--- src/rtl/soc_pkg.sv ---
// +--------------------------------------------------------------------------+
// | Module      : soc_pkg                                                    |
// | Description : Shared SoC types and memory-map constants used by the RAM  |
// |               port arbiter and its neighbours.                           |
// | Revision    : 1.0 - initial release                                      |
// +--------------------------------------------------------------------------+
`default_nettype none

package soc_pkg;

  // Current holder of the data RAM port; NONE means the port is idle.
  typedef enum logic [1:0] {
    NONE = 2'd0,
    CPU  = 2'd1,
    UART = 2'd2
  } owner_t;

  // Data RAM memory map (word addresses).
  localparam logic [31:0] IMG_BASE       = 32'd206800;
  localparam logic [31:0] UART_EXC_ADDR  = 32'd411698;
  localparam logic [31:0] UART_CTRL_ADDR = 32'd411699;

  // Increment an 8-bit counter, holding at all-ones instead of wrapping.
  function automatic logic [7:0] sat_inc8(input logic [7:0] value);
    return (value == 8'hFF) ? value : value + 8'd1;
  endfunction

endpackage

`default_nettype wire

--- src/rtl/ram_port_arbiter.sv ---
// +--------------------------------------------------------------------------+
// | Module      : ram_port_arbiter                                           |
// | Description : Shares the single-port data RAM between the CPU load/store |
// |               port and the UART transfer engine. Owner-sticky grants     |
// |               with round-robin tie-break, a burst limit for fairness and |
// |               a bounded lock for atomic sequences.                       |
// | Revision    : 1.0 - initial release                                      |
// +--------------------------------------------------------------------------+
`default_nettype none

module ram_port_arbiter
  import soc_pkg::*;
#(
  parameter int unsigned MAXBURST  = 16,
  parameter int unsigned LOCKMAX   = 64,
  parameter logic [31:0] IDLE_ADDR = UART_CTRL_ADDR
) (
  input  logic        clk,
  input  logic        nrst,

  input  logic        cpu_req,
  input  logic        cpu_we,
  input  logic        cpu_lock,
  input  logic [31:0] cpu_addr,
  input  logic [31:0] cpu_wdata,
  output logic        cpu_gnt,
  output logic        cpu_rvalid,
  output logic [31:0] cpu_rdata,

  input  logic        uart_req,
  input  logic        uart_we,
  input  logic        uart_lock,
  input  logic [31:0] uart_addr,
  input  logic [31:0] uart_wdata,
  output logic        uart_gnt,
  output logic        uart_rvalid,
  output logic [31:0] uart_rdata,

  output logic [31:0] ram_addr,
  output logic        ram_we,
  output logic [31:0] ram_wdata,
  input  logic [31:0] ram_rdata,

  output logic        lock_err
);

  // Limits narrowed to the counter width; both counters saturate at 255,
  // so limits above that are not meaningful.
  localparam logic [7:0] c_max_burst = 8'(MAXBURST);
  localparam logic [7:0] c_lock_max  = 8'(LOCKMAX);

  // Arbitration state
  owner_t      r_owner;
  owner_t      r_rr_last;
  logic [7:0]  r_burstcnt;
  logic [7:0]  r_lockcnt;
  logic        r_lock_err;
  logic        r_cpu_rvalid;
  logic        r_uart_rvalid;

  // Combinational decision signals
  owner_t      w_grant;
  logic        w_cpu_locked;
  logic        w_uart_locked;
  logic        w_lock_live;
  logic        w_lock_expired;
  logic        w_grant_lock;

  // Decide whether the current owner is asking to keep the port and whether
  // its lock budget still allows that. A lock from the non-owner is ignored.
  always_comb begin
    w_cpu_locked   = (r_owner == CPU)  && cpu_req  && cpu_lock;
    w_uart_locked  = (r_owner == UART) && uart_req && uart_lock;
    w_lock_live    = (r_lockcnt < c_lock_max);
    w_lock_expired = (w_cpu_locked || w_uart_locked) && !w_lock_live;
  end

  // Grant selection in priority order: live lock, sticky owner within its
  // burst budget, round-robin on a tie, lone requester, otherwise idle.
  // Nothing is granted while reset is asserted.
  always_comb begin
    w_grant = NONE;
    if (!nrst) begin
      w_grant = NONE;
    end else if (w_cpu_locked && w_lock_live) begin
      w_grant = CPU;
    end else if (w_uart_locked && w_lock_live) begin
      w_grant = UART;
    end else if (cpu_req && uart_req) begin
      if ((r_owner != NONE) && (r_burstcnt < c_max_burst)) begin
        w_grant = r_owner;
      end else if (r_rr_last == CPU) begin
        w_grant = UART;
      end else begin
        w_grant = CPU;
      end
    end else if (cpu_req) begin
      w_grant = CPU;
    end else if (uart_req) begin
      w_grant = UART;
    end
  end

  // Route the granted requester onto the RAM; park on the UART status word
  // with writes disabled when the port is idle.
  always_comb begin
    ram_addr     = IDLE_ADDR;
    ram_we       = 1'b0;
    ram_wdata    = '0;
    w_grant_lock = 1'b0;
    unique case (w_grant)
      CPU: begin
        ram_addr     = cpu_addr;
        ram_we       = cpu_we;
        ram_wdata    = cpu_wdata;
        w_grant_lock = cpu_lock;
      end
      UART: begin
        ram_addr     = uart_addr;
        ram_we       = uart_we;
        ram_wdata    = uart_wdata;
        w_grant_lock = uart_lock;
      end
      default: ;
    endcase
  end

  assign cpu_gnt  = (w_grant == CPU);
  assign uart_gnt = (w_grant == UART);

  // Track ownership, burst length and locked-grant streak after each cycle;
  // a change of holder restarts both counters from this grant.
  always_ff @(posedge clk or negedge nrst) begin
    if (!nrst) begin
      r_owner    <= NONE;
      r_rr_last  <= UART;
      r_burstcnt <= '0;
      r_lockcnt  <= '0;
      r_lock_err <= 1'b0;
    end else begin
      if (w_grant == NONE) begin
        r_owner    <= NONE;
        r_burstcnt <= '0;
        r_lockcnt  <= '0;
      end else begin
        r_owner    <= w_grant;
        r_rr_last  <= w_grant;
        r_burstcnt <= (w_grant == r_owner) ? sat_inc8(r_burstcnt) : 8'd1;
        if (!w_grant_lock) begin
          r_lockcnt <= '0;
        end else if (w_grant == r_owner) begin
          r_lockcnt <= sat_inc8(r_lockcnt);
        end else begin
          r_lockcnt <= 8'd1;
        end
      end
      if (w_lock_expired) begin
        r_lock_err <= 1'b1;
      end
    end
  end

  // Flag read data one cycle after a granted read, matching the RAM latency.
  always_ff @(posedge clk or negedge nrst) begin
    if (!nrst) begin
      r_cpu_rvalid  <= 1'b0;
      r_uart_rvalid <= 1'b0;
    end else begin
      r_cpu_rvalid  <= cpu_gnt  & ~cpu_we;
      r_uart_rvalid <= uart_gnt & ~uart_we;
    end
  end

  assign cpu_rvalid  = r_cpu_rvalid;
  assign uart_rvalid = r_uart_rvalid;
  assign cpu_rdata   = ram_rdata;
  assign uart_rdata  = ram_rdata;
  assign lock_err    = r_lock_err;

endmodule

`default_nettype wire
--- config.mk ---
export PLATFORM = sky130hd
export DESIGN_NAME = ram_port_arbiter
export DESIGN_NICKNAME = d
export VERILOG_FILES = /design/src/rtl/soc_pkg.sv /design/src/rtl/ram_port_arbiter.sv
export SDC_FILE = /design/constraint.sdc
export NUM_CORES = 1
export LEC_CHECK = 0
export ABC_AREA = 1
export CAP_MARGIN = 20
export CORE_AREA = 5 5 113 115
export DETAILED_ROUTE_END_ITERATION = 12
export DIE_AREA = 0 0 118 120
export PLACE_DENSITY = 0.8
export SYNTH_ARGS = -nofsm -noshare
export SYNTH_HDL_FRONTEND = slang
export SYNTH_SLANG_ARGS = --single-unit
--- constraint.sdc ---
create_clock -name clk -period 5.1 [get_ports clk]
set_clock_uncertainty 0.1 [all_clocks]
set_input_delay 0.765 -clock clk [delete_from_list [all_inputs] [get_ports clk]]
set_output_delay 0.765 -clock clk [all_outputs]
set_load 0.01 [all_outputs]
==> results by group <==
Timing
  – Fin crit period: 4320 ps
  – Final Setup Violations: 0
  – Post-route setup TNS: 0 ps
  – Tcrit/Tclk final: 84.8%
  – Fmax: 231 MHz
  – Slew Viols, Final: 0
  – RSZ-0062 raised after global routing: false
  – Worst Tran Pin Value: 447 ps
  – Final Hold Fails: 0
  – Relative slew slack: 70.2%

CTS
  – Cts hold-fix bufs: 0
  – Post-CTS Setup Bufs: 0
  – CTS tree: done
  – H-tree depth: 1
  – Clock tree sinks: 23
  – Clock root buffer: clkbuf_16
  – Buffers from clock root to sink, at most: 2
  – Clock transition at the registers of the reported paths: 60 ps
  – Clock latency at the later pin of the worst-skew pair: 260 ps
  – Post-cts gate resize count: 0
  – TritonCTS Buffers: 3

Die
  – Die Wd: 118 um
  – Die area: 0.0142 mm2
  – Initial core utilization: 22.7%
  – Site Rows: 40
  – Top Ports: 302
  – Die height: 120 um
  – Core Footprint: 0.0117 mm2

Routing
  – First-pass DRT Iterations: 4
  – DRC: 0
  – Final wirelength: 12600 um
  – Post-route ant nets: 0
  – DRT iter0 DRCs: 132
  – Via count: 3188
  – WL per Instance: 17.9 um
  – Via-to-Cell Ratio: 4.50

Logic synthesis
  – Synth area leaders: dfrtp_1 21%, nand2_1 20%, buf_4 18%, a21oi_1 11%, inv_1 3.8%
  – Post-synth EDFFs: 0
  – Register area share after synthesis: 21.7%
  – Syn Inst Count: 431
  – Most common cell in the netlist: nand2_1
  – Post-synth top area share: 20.7%
  – Net count after synthesis: 604
  – Top FF cell, synth: dfrtp_1
  – Top cell type by total area after synthesis: dfrtp_1
  – Post-synthesis sequential element count: 23
  – Syn Area/Cell: 6.18 um2
  – Syn. warnings: 0
  – Area of the mapped netlist: 0.00266 mm2
  – Unique masters post-synth: 27
  – Asr flop ratio synth: 100%
  – Top post-synthesis cells by count: 142 x nand2_1, 64 x buf_4, 60 x a21oi_1, 27 x inv_1, 26 x nor2_1

Worst setup path
  – Crit-path cells: clkdlybuf4s50_1, inv_1, nor2_2, nand3_1, nand2_1, inv_1, nand2_2, nand2_2, inv_1, ha_2, buf_12, nand2_1, a21oi_1, clkdlybuf4s50_1
  – Critical path buffer and inverter count: 6
  – CP Class: in -> out
  – CP max FO: 49
  – Critical Path RT: 4240 ps
  – Most used cell, CP: inv_1
  – Delay of the slowest cell on the worst path: 590 ps
  – Critical path's top delay family: buffers and inverters
  – CP arrival: 3460 ps
  – CP max stage cell: clkdlybuf4s50_1
  – Worst setup EP type: output port
  – CP startpoint kind: input port

Hold path
  – Worst Hold Class: reg -> reg

Global routing
  – GR Util met3: 7.12%
  – GR Overflow Total: 0
  – Met1 usage: 17.7%
  – Gr busiest metal: met2
  – Initial antenna violation count: 1
  – Largest net degree at the start of global routing: 53
  – Vias in the first global route: 3379
  – Met2 Track Usage GR: 30.8%
  – Total Routing Usage GR: 16.7%
  – Global-route wire length before repair: 19000 um

Final layout
  – # diodes: 0
  – Fill count: 1229
  – Net count reported at finish: 735
  – Share of cells above drive strength 1: 5.17%
  – Area growth, synth to finish: 68.8%

Place
  – Final weighted congestion in routability-driven placement: 0.871
  – Hpwl dp: 10800 um
  – Port bufs: 205

Status
  – Status: finished clean

Pwr
  – Worst vdd ir: 0.0901 mV
  – Leakage: 1.69 nW
  – Pwr/cell area: 161 mW/mm2
  – Final Power: 0.725 mW

Run
  – Total of max-cap violations: 0
## where the power goes
group | switching [mW] | internal (mW) | leakage [nW]
Clock | 0.0646 | 0.106 | 0.0409
Sequential | 0.00508 | 0.190 | 0.314
Combinational | 0.161 | 0.199 | 1.34
## metal layers
metal | vias up | routed length, um
li1 | 1582 | -
met1 | 1396 | 4600
met2 | 191 | 6600
met3 | 17 | 1250
met4 | 2 | 182
met5 | - | 13
## flip-flops by register name, summed over array words and instances (netlist names)
signal and count:
r_rr_last 2, r_lockcnt 8, r_burstcnt 8, r_owner 2, cpu_rvalid 1, lock_err 1
uart_rvalid 1
## layout make-up
class / instances / area, um2 / share of cell area (%)
Inverter: 28 / 105 / 2.34
Timing Repair Buffer: 211 / 2120 / 47.2
Multi-Input combinational cell: 295 / 1430 / 31.8
Sequential cell: 23 / 577 / 12.8
Clock buffer: 3 / 75.1 / 1.67
Clock inverter: 1 / 5.00 / 0.111
Tap cell: 147 / 184 / 4.09
## logic make-up after synthesis
family | count (synthesis) | share of synthesized area [%]
flip-flops | 23 | 21.7
AND/OR/NAND/NOR | 202 | 31.8
AO/OA/AOI/OAI | 82 | 17.1
buffers and inverters | 113 | 24.9
XOR/XNOR | 4 | 1.32
adder cells (fa/ha/maj) | 5 | 2.35
multiplexers | 2 | 0.845
## stage by stage
| step | setup WS, ps | cells | hold WS [ps] | util, % | area (um2) |
|---|---|---|---|---|---|
| 2_1_floorplan | 1820 | 431 | 350 | - | 2660 |
| 3_3_place_gp | 796 | 704 | 390 | 37.7 | 4420 |
| 3_5_place_dp | 764 | 704 | 388 | 37.7 | 4420 |
| 4_1_cts | 756 | 708 | 397 | 38.4 | 4500 |
| 5_1_grt | 542 | 708 | 428 | 38.4 | 4500 |
| 6_report | 777 | 708 | 392 | 38.4 | 4500 |
## tightest hold or removal path, stage by stage, from the launching register on
cell	delay (ps)
dfstp_2	370
nand2_1	40
o21ai_0	70
## cell usage in the layout (no fill, tap or decap), types with 3 or more instances in the layout
cell / Yosys / layout
buf_4: 64 / 4
inv_1: 27 / 26
nand4_1: 5 / 5
nand2_1: 142 / 142
o21ai_0: 11 / 11
nor3_1: 3 / 3
nand3_1: 14 / 14
dfrtp_1: 22 / 22
nor2_1: 26 / 26
a221o_1: 8 / 8
nand2_2: 6 / 6
clkdlybuf4s50_1: 0 / 205
ha_1: 5 / 3
a21oi_1: 60 / 60
clkbuf_16: 0 / 3
## worst paths after layout
path                                    start           end  slack, ps  cells after the start
worst max-delay path                 uart_req   ram_addr[9]        780                     14
worst min-delay path             r_rr_last[1]  r_rr_last[1]        390                      2
worst max register to register  r_burstcnt[4]  r_lockcnt[6]       2190                     15
worst min register to register   r_rr_last[1]  r_rr_last[1]        390                      2
max in group asynchronous                nrst  r_rr_last[1]       3840                      2
min in group asynchronous                nrst    r_owner[0]        830                      2
Note: power is estimated with default switching activity, not from simulation.
